### src/rtl/irq_timer_pkg.sv
// Shared encodings for the irq_timer_bank register interface.
package irq_timer_pkg;

    localparam logic [1:0] WR_SEL_PERIOD   = 2'd0;
    localparam logic [1:0] WR_SEL_CTRL     = 2'd1;
    localparam logic [1:0] WR_SEL_PRESCALE = 2'd2;

    localparam int CTRL_EN      = 0;
    localparam int CTRL_ONESHOT = 1;
    localparam int CTRL_TGL     = 2;
    localparam int CTRL_W       = 3;

endpackage

### src/rtl/irq_timer_chan.sv
// One periodic timer channel: period/ctrl registers, counter, sticky pending,
// one-cycle expiry strobe and toggle output.
module irq_timer_chan
    import irq_timer_pkg::*;
#(
    parameter int CNT_W = 16
) (
    input  logic             clk_25mhz,
    input  logic             rst,
    input  logic             tick_i,
    input  logic             wr_period_i,
    input  logic             wr_ctrl_i,
    input  logic [CNT_W-1:0] wr_data_i,
    input  logic             ack_i,
    output logic             pulse_o,
    output logic             pend_o,
    output logic             tgl_o,
    output logic [CNT_W-1:0] cnt_o
);

    logic [CNT_W-1:0]  period_q, period_d;
    logic [CNT_W-1:0]  cnt_q, cnt_d;
    logic [CTRL_W-1:0] ctrl_q, ctrl_d;
    logic              pulse_q, pend_q, pend_d, tgl_q, tgl_d;
    logic              expire;

    always_comb begin
        // A period write restarts the interval, so it suppresses expiry that cycle.
        expire   = ctrl_q[CTRL_EN] && tick_i && (cnt_q == period_q) && !wr_period_i;
        period_d = wr_period_i ? wr_data_i : period_q;

        ctrl_d = ctrl_q;
        if (wr_ctrl_i)
            ctrl_d = wr_data_i[CTRL_W-1:0];
        else if (expire && ctrl_q[CTRL_ONESHOT])
            ctrl_d[CTRL_EN] = 1'b0;

        cnt_d = cnt_q;
        if (wr_period_i || (wr_ctrl_i && !ctrl_q[CTRL_EN] && wr_data_i[CTRL_EN]))
            cnt_d = '0;
        else if (expire)
            cnt_d = '0;
        else if (ctrl_q[CTRL_EN] && tick_i)
            cnt_d = cnt_q + CNT_W'(1);

        pend_d = expire || (pend_q && !ack_i);
        tgl_d  = tgl_q ^ (expire && ctrl_q[CTRL_TGL]);
    end

    always_ff @(posedge clk_25mhz) begin
        if (rst) begin
            period_q <= '0;
            ctrl_q   <= '0;
            cnt_q    <= '0;
            pulse_q  <= 1'b0;
            pend_q   <= 1'b0;
            tgl_q    <= 1'b0;
        end else begin
            period_q <= period_d;
            ctrl_q   <= ctrl_d;
            cnt_q    <= cnt_d;
            pulse_q  <= expire;
            pend_q   <= pend_d;
            tgl_q    <= tgl_d;
        end
    end

    assign pulse_o = pulse_q;
    assign pend_o  = pend_q;
    assign tgl_o   = tgl_q;
    assign cnt_o   = cnt_q;

endmodule

### src/rtl/irq_timer_bank.sv
// Multi-channel periodic interrupt generator: write decode, shared tick, readback mux.
// Define ITB_PRESCALER_EN to add the shared programmable prescaler (wr_sel=2).
module irq_timer_bank
    import irq_timer_pkg::*;
#(
    parameter  int NCH     = 4,
    parameter  int CNT_W   = 16,
    parameter  int PRESC_W = 8,
    localparam int CH_W    = (NCH > 1) ? $clog2(NCH) : 1
) (
    input  logic             clk_25mhz,
    input  logic             rst,
    input  logic             wr_en,
    input  logic [CH_W-1:0]  wr_ch,
    input  logic [1:0]       wr_sel,
    input  logic [CNT_W-1:0] wr_data,
    input  logic [NCH-1:0]   irq_ack,
    output logic [NCH-1:0]   irq_pulse,
    output logic [NCH-1:0]   irq_pend,
    output logic             irq_any,
    output logic [NCH-1:0]   tgl_out,
    input  logic [CH_W-1:0]  rd_ch,
    output logic [CNT_W-1:0] rd_cnt
);

    logic             wr_ok;
    logic             tick;
    logic [CNT_W-1:0] cnt_w [NCH];
    logic [CNT_W-1:0] rd_cnt_q, rd_cnt_d;

    assign wr_ok = wr_en && (int'(wr_ch) < NCH);

`ifdef ITB_PRESCALER_EN
    logic [PRESC_W-1:0] presc_q, presc_d, pcnt_q, pcnt_d;

    always_comb begin
        tick    = (pcnt_q == presc_q);
        presc_d = presc_q;
        pcnt_d  = tick ? '0 : pcnt_q + PRESC_W'(1);
        if (wr_ok && wr_sel == WR_SEL_PRESCALE) begin
            presc_d = wr_data[PRESC_W-1:0];
            pcnt_d  = '0;
        end
    end

    always_ff @(posedge clk_25mhz) begin
        if (rst) begin
            presc_q <= '0;
            pcnt_q  <= '0;
        end else begin
            presc_q <= presc_d;
            pcnt_q  <= pcnt_d;
        end
    end
`else
    assign tick = 1'b1;
`endif

    for (genvar i = 0; i < NCH; i++) begin : g_ch
        logic hit;
        assign hit = wr_ok && (wr_ch == CH_W'(i));

        irq_timer_chan #(.CNT_W(CNT_W)) u_chan (
            .clk_25mhz   (clk_25mhz),
            .rst         (rst),
            .tick_i      (tick),
            .wr_period_i (hit && (wr_sel == WR_SEL_PERIOD)),
            .wr_ctrl_i   (hit && (wr_sel == WR_SEL_CTRL)),
            .wr_data_i   (wr_data),
            .ack_i       (irq_ack[i]),
            .pulse_o     (irq_pulse[i]),
            .pend_o      (irq_pend[i]),
            .tgl_o       (tgl_out[i]),
            .cnt_o       (cnt_w[i])
        );
    end

    always_comb begin
        rd_cnt_d = '0;
        if (int'(rd_ch) < NCH)
            rd_cnt_d = cnt_w[rd_ch];
    end

    always_ff @(posedge clk_25mhz) begin
        if (rst)
            rd_cnt_q <= '0;
        else
            rd_cnt_q <= rd_cnt_d;
    end

    assign rd_cnt  = rd_cnt_q;
    assign irq_any = |irq_pend;

endmodule
### config.mk
export PLATFORM = sky130hd
export DESIGN_NAME = irq_timer_bank
export DESIGN_NICKNAME = d
export VERILOG_FILES = /design/src/rtl/irq_timer_pkg.sv /design/src/rtl/irq_timer_chan.sv /design/src/rtl/irq_timer_bank.sv
export SDC_FILE = /design/constraint.sdc
export NUM_CORES = 1
export LEC_CHECK = 0
export CAP_MARGIN = 5
export CORE_UTILIZATION = 36
export CTS_BUF_LIST = sky130_fd_sc_hd__clkbuf_2
export DETAILED_ROUTE_END_ITERATION = 10
export SYNTH_ARGS = -nofsm -noshare
export SYNTH_HDL_FRONTEND = slang
export SYNTH_SLANG_ARGS = --single-unit
### constraint.sdc
create_clock -name clk_25mhz -period 2.7 [get_ports clk_25mhz]
set_input_delay 0.675 -clock clk_25mhz [delete_from_list [all_inputs] [get_ports clk_25mhz]]
set_output_delay 0.675 -clock clk_25mhz [all_outputs]
set_load 0.01 [all_outputs]
== Yosys cells after proc, flatten, opt, wreduce, memory -nomap -nowiden ==
Cells that the tools add are included.
W data, S select, Z words.

* Reduce and logical (&&, ||, !) cells: 71
* Bitwise gates (word level): 5
* Div/mod/pow operators: 0
* Multipliers: 0
* Muxes and demuxes: 11
* Magnitude comparators: 1
* Equal/unequal tests: 8
* Add/sub/neg operators: 4
* Shifts and indexed selects: 0

{| class="wikitable"
|+ Operator list
! cell !! number
|-
| $add A16 B1 Y16 const B || 4
|-
| $eq A16 B16 Y1 || 4
|-
| $logic_and A1 B1 Y1 || 40
|-
| $bmux W16 S2 || 1
|-
| $mux W16 || 2
|-
| $logic_not A1 Y1 || 12
|-
| $reduce_or A3 Y1 || 4
|-
| $logic_or A1 B1 Y1 || 8
|-
| $mux W1 || 8
|-
| $reduce_bool A2 Y1 || 4
|-
| $eq A2 B1 Y1 const B || 2
|-
| $eq A2 B2 Y1 const B || 2
|-
| $logic_not A2 Y1 || 2
|-
| $reduce_or A4 Y1 || 1
|-
| $xor A1 B1 Y1 || 4
|-
| $ge A3 B3 Y1 const B || 1
|-
| $not A2 Y3 || 1
|}

* Memory bits (writable): 0
* Bits in registers: 168
* Word-level logic and storage cells: 129
* Output and inout port bits: 29
* Memories: 0
* Bits in latches: 0
* ROM bits: 0
* Input port bits: 29

== Depth between registers and ports, before layout ==
Gate-level depths: netlist of the first run.

* Word-level depth: 8
* Gate-level depth with buffers: 7
* Mapped depth without buffers: 6

== By module ==
From an unflattened synthesis of the first run, not the netlist that was laid out.

* Cells, all modules: 813
* Area, all modules: 7609.8 um2

{| class="wikitable"
|+ By module, submodules not included
! module !! instances !! area an instance (um2) !! cells an instance
|-
| irq_timer_chan || 4 || 1676.6 || 181
|-
| irq_timer_bank || 1 || 903.4 || 89
|}

== Least setup slack after synthesis of the first run ==
OpenSTA, ideal clock, no wires.

* Path type: in2reg
* Start point: in wr_en
* End point: reg g_ch[1].u_chan.cnt_q[15]
* Setup slack: 0.397 ns
* Arrival time: 2.188 ns
* Data required time: 2.585 ns
* Stages: 7
* Cell sequence: nor3b_1 -> and3b_1 -> buf_4 -> or4_4 -> o21ai_2 -> buf_4 -> nor2_1

* Cells in the longest elaborated chain, start to end: 6
* Elaborated cells on any way between the ends: 9
* Classes of those cells: reduce/logical: 9

{| class="wikitable"
|+ RTL lines
! item !! RTL line !! RTL
|-
| start: declaration || irq_timer_bank.sv:13 || <nowiki>input logic wr_en,</nowiki>
|-
| $logic_and A1 B1 Y1 (*) || irq_timer_bank.sv:61 || <nowiki>assign hit = wr_ok && (wr_ch == CH_W'(i));</nowiki>
|-
| $logic_and A1 B1 Y1 || irq_timer_bank.sv:68 || <nowiki>.wr_ctrl_i (hit && (wr_sel == WR_SEL_CTRL)),</nowiki>
|-
| $logic_and A1 B1 Y1 (2 in series) || irq_timer_chan.sv:39 || <nowiki>if (wr_period_i || (wr_ctrl_i && !ctrl_q[CTRL_EN] && wr_data_i[CTRL_EN]))</nowiki>
|-
| $logic_or A1 B1 Y1 || irq_timer_chan.sv:39 ||
|-
| $reduce_or A3 Y1 (no source line) (*) || n/a ||
|-
| end signal: assignment || irq_timer_chan.sv:61 || <nowiki>cnt_q <= cnt_d;</nowiki>
|-
| end: declaration || irq_timer_chan.sv:22 || <nowiki>logic [CNT_W-1:0] cnt_q, cnt_d;</nowiki>
|}

Every way passes the cells marked *; elsewhere a longest branch is shown, timed or not.
A chain may end at the register's enable or synchronous reset.

== Worst setup path after layout of the first run ==
* Start point: reg g_ch[1].u_chan.pend_q
* End point: out irq_any

* Cells in the longest elaborated chain, start to end: 1

{| class="wikitable"
|+ RTL lines
! item !! RTL line !! RTL
|-
| start: declaration || irq_timer_chan.sv:24 || <nowiki>logic pulse_q, pend_q, pend_d, tgl_q, tgl_d;</nowiki>
|-
| start signal: assignment || irq_timer_chan.sv:63 || <nowiki>pend_q <= pend_d;</nowiki>
|-
| $reduce_or A4 Y1 || irq_timer_bank.sv:92 || <nowiki>assign irq_any = |irq_pend;</nowiki>
|-
| end: declaration || irq_timer_bank.sv:20 || <nowiki>output logic irq_any,</nowiki>
|}

Every way passes these cells.

==> results.toml, run 1 <==
[outcome]
status = "finished clean"

[yosys]
synthAdderAreaFrac_pct = 0.6616
synth_top_family_by_area = "simple AND/OR/NAND/NOR gates"
yosysWarningCount = 0
yosysSeqAreaShare_pct = 44.46
synth_compound_area_share_pct = 4.797
ys.flop_type = "dfxtp_1"
yosys.area_share.simple_pct = 21.75
synth_edf_count = 0
synthMuxAreaShare_pct = 10.19
syn_inst = 831
postSynth.asyncResetShare_pct = 0
syn_nets = 864
syn_area_um2 = 7565
avgSynthCellArea_um2 = 9.103
synthDistinctLibCells = 40
synth-xor-area-share_pct = 13.89
ys_seq_elements = 168

[timing]
finClkSkew_ns = 0.04845
setup_violations = 0
worst_slack_ns = 0.1635
whs_ns = 0.2942
tightest_slew_ns = 0.5946
period_share_pct = 93.94
rsz0062_at_grt = "false"
timing.fmax_mhz = 394.2
timing.setup.tns_ns = 0
drv_slew = 0
slew_headroom_pct = 59.99
finalHoldViolations = 0
fin_crit_ns = 2.536

[global_route]
gr-usage-all-layers_pct = 17.93
antenna_found_initial = 0
first_global_vias = 5242
grt_pass1_wl_um = 29650
grt_max_degree = 43
overflow = 0

[route]
drt.antenna.violating_nets = 0
drt_iter0_markers = 330
vias_per_cell = 4.894
detail_route.wl_per_cell_um = 16.23
drt_wl_total_um = 18720
drc = 0
via_count = 5648
firstDrtPassIters = 8

[clocking]
cts_buffers = 17
worstSkewPairLatency_ns = 0.75
cts.clk_slew.worst_paths_ns = 0.24
cts_root_buf = "clkbuf_2"
clock-sinks = 168
cts_setup_buffers = 0
cts_tree = "yes"
ctsHoldBuffers = 0
clockBufferDepth = 2
htree_levels = 4

[worst_setup_path]
endpoint_kind = "output port"
worstReg2RegStart = "g_ch[1].u_chan.cnt_o[3]"
worstPathArrival_ns = 1.86
path_delay_family = "simple AND/OR/NAND/NOR gates"
reg2reg_slack_ns = 0.62
cp_num_buf_inv = 1
crit_chain = "or4_1 -> clkdlybuf4s15_1"
r2r_cells = 5
cp-start-kind = "register"
cp.depth = 2
crit_type = "reg2out"
path_max_fanout = 3
crit_slowest_cell = "or4_1"
cp-endpoint = "irq_any"
r2r-end = "g_ch[1].u_chan.tgl_o"
critPathLaunch = "g_ch[1].u_chan.pend_o"
required_ns = 2.03
cpPeakStageDelay_ns = 0.50

[pwr]
p_leak_nw = 3.110
powerDensity_nw_per_um2 = 466.4
p_total_mw = 4.019
max-vdd-ir-drop_mv = 0.2165

[cells_and_area]
drive_above_1_share_pct = 9.050
num_antenna_cells = 0
fillCellCount = 2080
fin_nets = 904
area_growth_pct = 13.89

[placed_design]
hpwl_um = 14070
dp_slack_ns = -0.01577
portBuffers = 57
place_congestion = 0.8211

[die]
start_util_pct = 37.03
dieHeight_um = 147.0
fp.coreArea_um2 = 20430
die_x_um = 147.0
design.die.area_um2 = 21600
num_rows = 52
io_pins = 58

[min_path]
hp-class = "in2reg"

[job]
drv_cap = 0
[synth_stat cells (3+ instances only)]
cell      count  area (um^2)
clkbuf_1     33        123.9
nand3_1      22        110.1
nor4_1       10        62.56
mux2i_1      41        410.4
xor2_1       72        630.6
ha_1          4        50.05
mux4_2       16        360.4
o21ai_0       4        20.02
inv_1        10        37.54
nand2_1     101        379.1
xnor2_1      48        420.4
nor3b_1       4        30.03
and3b_1       3        26.28
buf_2         8        40.04
nand4_1      19        118.9
nor2b_1      17        106.4
or4_1         4        30.03
a21oi_1      47        235.2
and3_1       11        68.82
or2_2         4        25.02
or3_1         3        18.77
buf_4        14        105.1
nand2b_1      8        50.05
dfxtp_1     168         3363
and4_1        5        43.79
nor2_1      118        442.9
nor3_1       16        80.08
a311oi_1      4        35.03
[worst min path at each step]
| stage | startpoint | endpoint | slack [ns] | cells past startpoint |
|---|---|---|---|---|
| after floorplan | g_ch[3].u_chan.ctrl_q[2] | g_ch[3].u_chan.ctrl_q[2] | 0.44 | 2 |
| after global placement | g_ch[3].u_chan.ctrl_q[2] | g_ch[3].u_chan.ctrl_q[2] | 0.44 | 2 |
| after detailed placement | g_ch[3].u_chan.ctrl_q[2] | g_ch[3].u_chan.ctrl_q[2] | 0.45 | 2 |
| after CTS | rst | g_ch[0].u_chan.pulse_o | 0.23 | 2 |
| after global routing | rst | g_ch[0].u_chan.period_q[3] | 0.22 | 2 |
| final | rst | g_ch[1].u_chan.pulse_o | 0.29 | 2 |
[worst reg2reg max path: stages, from the launching register on]
cell and delay (ns):
dfxtp_1 0.58, xnor2_1 0.18, nand4_1 0.19, or4_4 0.60
or3_1 0.36, a21oi_1 0.13
[state kept, by name, summed over array words and instances (netlist names)]
| name | count |
|---|---|
| g_ch.u_chan.ctrl_q | 12 |
| rd_cnt | 16 |
| g_ch.u_chan.pulse_o | 4 |
| g_ch.u_chan.pend_o | 4 |
| g_ch.u_chan.tgl_o | 4 |
| g_ch.u_chan.period_q | 64 |
| g_ch.u_chan.cnt_o | 64 |
[per-stage QoR]
stage / instance area, um^2 / utilization [%] / cells
final: 8616 / 42.17 / 1154
after global routing: 8616 / 42.17 / 1154
after CTS: 8615 / 42.17 / 1154
after detailed placement: 8399 / 41.11 / 1122
after global placement: 8399 / 41.11 / 1122
after floorplan: 7565 / - / 831
[cell families (layout without fill, tap and decap cells)]
kind of cell / after synthesis / in the layout
AOI/OAI and AO/OA: 64 / 64
xor gates and xnor gates: 120 / 120
adders and majority gates: 4 / 4
buffers and inverters: 67 / 120
DFF: 168 / 168
muxes: 57 / 57
and+or+nand+nor: 351 / 351
[cell usage in the layout (no fill, tap or decap), types with 2 or more instances in the layout]
cell type        instances
xor2_1                  72
dfxtp_1                167
o21ai_1                  2
mux4_2                  16
nand3_1                 22
nand3b_1                 2
a311oi_1                 4
nor2_1                 118
clkbuf_2                17
buf_4                   18
and4_1                   5
buf_12                   4
o31ai_1                  2
nor2b_1                 17
nand2_1                101
nor3b_1                  3
or4_4                    2
clkinv_4                 2
ha_1                     4
nand4_1                 19
nand2b_1                 8
clkdlybuf4s50_1         55
inv_1                   10
or3_1                    3
or4_1                    4
clkinvlp_4               6
nor3_1                  16
clkinv_2                 4
and3b_1                  3
or2_2                    4
a21oi_1                 47
nor4_1                  10
o21ai_2                  2
mux2i_1                 41
inv_6                    2
o21ai_0                  4
and3_1                  11
xnor2_1                 48
[metal layers]
metal	vias to the layer above	global-route usage (%)	share of wire (%)
li1	2851	-	-
met1	2668	25.60	51
met2	116	27.56	44
met3	13	3.851	4.4
met4	0	4.124	0.79
met5	-	0	0
[final cells by class]
class / instances / area [um^2] / area share, %
well taps: 270 / 337.8 / 3.921
multi-input cells: 596 / 3885 / 45.09
repair buffers: 78 / 775.7 / 9.004
clock buffers: 17 / 85.08 / 0.9875
inverters: 10 / 37.54 / 0.4357
clock inverters: 15 / 130.1 / 1.510
flip-flops and latches: 168 / 3364 / 39.05
[what timing repair did]
item | CTS | global route
resized for setup | 2 | 1
endpoints found under the setup margin | 1 | 1
cloned | 0 | 0
[report_power, final]
| group | total, mW | internal [mW] | switching (mW) |
|---|---|---|---|
| clock | 1.24 | 0.330 | 0.913 |
| combinational | 0.258 | 0.110 | 0.148 |
| sequential | 2.52 | 2.50 | 0.0136 |
Power figures use the tool's default switching activity.
==> inputs of run 2 (changes only) <==
clock period = 3 ns   (was 2.7 ns; I/O delays follow)
==> run 2 against run 1 <==
Against the previous run: non-clock buffer count fell by 1; first-iteration DRC count decreased by 3.6%; largest power group unchanged; count of clock-buffer cells in the layout rose by 2; clock power grew 23%; critical path depth unchanged; via count up 1.0%; global-route usage is 0.11 points higher; power barely moved; core utilization rose by 0.31 points; sequential share of layout area shrank 0.30 points.
==> results.toml, run 2 (same netlist as run 1, synthesis figures left out) <==
[global_route]
gr-usage-all-layers_pct = 18.04
antenna_found_initial = 1
first_global_vias = 5258
grt_max_degree = 39
overflow = 0
grt_pass1_wl_um = 29770

[min_path]
worstHoldStart = "rst"
min_path_cells = 2
whs_endpoint = "g_ch[0].u_chan.period_q[3]"
hp-class = "in2reg"

[die]
io_pins = 58
dieHeight_um = 147.0
start_util_pct = 37.03
num_rows = 52
fp.coreArea_um2 = 20430
die_x_um = 147.0
design.die.area_um2 = 21600

[timing]
tightest_slew_ns = 0.6049
worst_slack_ns = 0.1603
slew_headroom_pct = 59.30
timing.setup.tns_ns = 0
fin_crit_ns = 2.840
drv_slew = 0
finalHoldViolations = 0
rsz0062_at_grt = "false"
finClkSkew_ns = 0.03430
setup_violations = 0
timing.fmax_mhz = 352.2
period_share_pct = 94.66

[clocking]
cts.clk_slew.worst_paths_ns = 0.24
cts_setup_buffers = 0
cts_tree = "yes"
cts_buffers = 17
htree_levels = 4
clockBufferDepth = 2
worstSkewPairLatency_ns = 0.74
ctsHoldBuffers = 0
cts_root_buf = "clkbuf_2"
clock-sinks = 168
cts-resized-gates = 0

[pwr]
max-vdd-ir-drop_mv = 0.2177
p_switching_uw = 952.9
combPwrFrac_pct = 5.6
p_int_mw = 3.062
switching_share_pct = 23.73
pwr-share-clk_pct = 38.0
seqPwrFrac_pct = 56.4
powerDensity_nw_per_um2 = 462.7
p_leak_nw = 3.153

[worst_setup_path]
crit_type = "reg2out"
worstPathArrival_ns = 2.09
required_ns = 2.25
r2r_cells = 5
endpoint_kind = "output port"
worstReg2RegStart = "g_ch[0].u_chan.cnt_o[8]"
r2r-end = "g_ch[0].u_chan.tgl_o"
cp-start-kind = "register"
reg2reg_slack_ns = 1.01
path_max_fanout = 3

[cells_and_area]
final_cell_mix = "dfxtp_1 (168), nor2_1 (118), nand2_1 (101)"
multi_input_area_um2 = 3885
fin_nets = 903
drive_above_1_share_pct = 8.720
fillCellCount = 2085
register_area_um2 = 3363
final_common_cell = "dfxtp_1"
area_growth_pct = 14.72

[outcome]
status = "finished clean"

[placed_design]
place_congestion = 0.8109
hpwl_um = 14000
portBuffers = 57
dp_slack_ns = 0.1843

[route]
vias_per_cell = 4.945
firstDrtPassIters = 6
via_count = 5706
drt.antenna.violating_nets = 0
drt_wl_total_um = 18870
detail_route.wl_per_cell_um = 16.36
drc = 0
drt_iter0_markers = 318

[job]
drv_cap = 0
run 2: metal layers:
| layer | up-vias | global-route usage [%] | share of wire (%) |
|---|---|---|---|
| li1 | 2858 | - | - |
| met1 | 2698 | 25.99 | 50 |
| met2 | 129 | 27.35 | 43 |
| met3 | 21 | 3.851 | 4.7 |
| met4 | 0 | 4.381 | 1.6 |
| met5 | - | 0 | 0 |
run 2: cell type report:
| cell class | count | share of cell area (%) |
|---|---|---|
| tap | 270 | 3.893 |
| clock buffer | 19 | 1.096 |
| antenna | 1 | 0.02884 |
| inverter | 10 | 0.4325 |
| multi-input combinational | 596 | 44.77 |
| sequential | 168 | 38.75 |
| timing repair buffer | 77 | 8.420 |
| clock inverter | 13 | 2.610 |
run 2: power by group through the flow:
stage               clock (mW)  sequential, mW  combinational, mW
CTS                       1.56            2.27              0.225
finish                    1.53            2.27              0.224
global route              1.65            2.27              0.241
global placement             0            2.31              0.223
detailed placement           0            2.31              0.224
floorplan                    0            2.30              0.123
run 2: worst max-delay path: stages, from the launching register on:
cell	delay, ns
dfxtp_1	0.38
or4_1	0.51
clkdlybuf4s50_1	0.48
run 2: per-stage QoR:
step	cell area [um^2]	power (mW)	utilization [%]	hold slack, ns	instances
final	8678	4.015	42.48	0.4003	1154
after global placement	8354	2.531	40.89	0.4441	1121
after detailed placement	8354	2.531	40.89	0.4503	1121
after global routing	8678	4.158	42.48	0.3624	1154
after CTS	8676	4.047	42.47	0.3762	1153
after floorplan	7565	2.427	-	0.4363	831
run 2: worst max path at each step:
stage	from	endpoint	slack, ns
2_1_floorplan	wr_en	g_ch[1].u_chan.cnt_o[10]	0.62
3_3_place_gp	wr_en	g_ch[0].u_chan.period_q[0]	0.24
3_5_place_dp	wr_en	g_ch[0].u_chan.period_q[0]	0.18
4_1_cts	g_ch[1].u_chan.pend_o	irq_any	0.11
5_1_grt	g_ch[1].u_chan.pend_o	irq_any	0.04
6_report	g_ch[1].u_chan.pend_o	irq_any	0.16
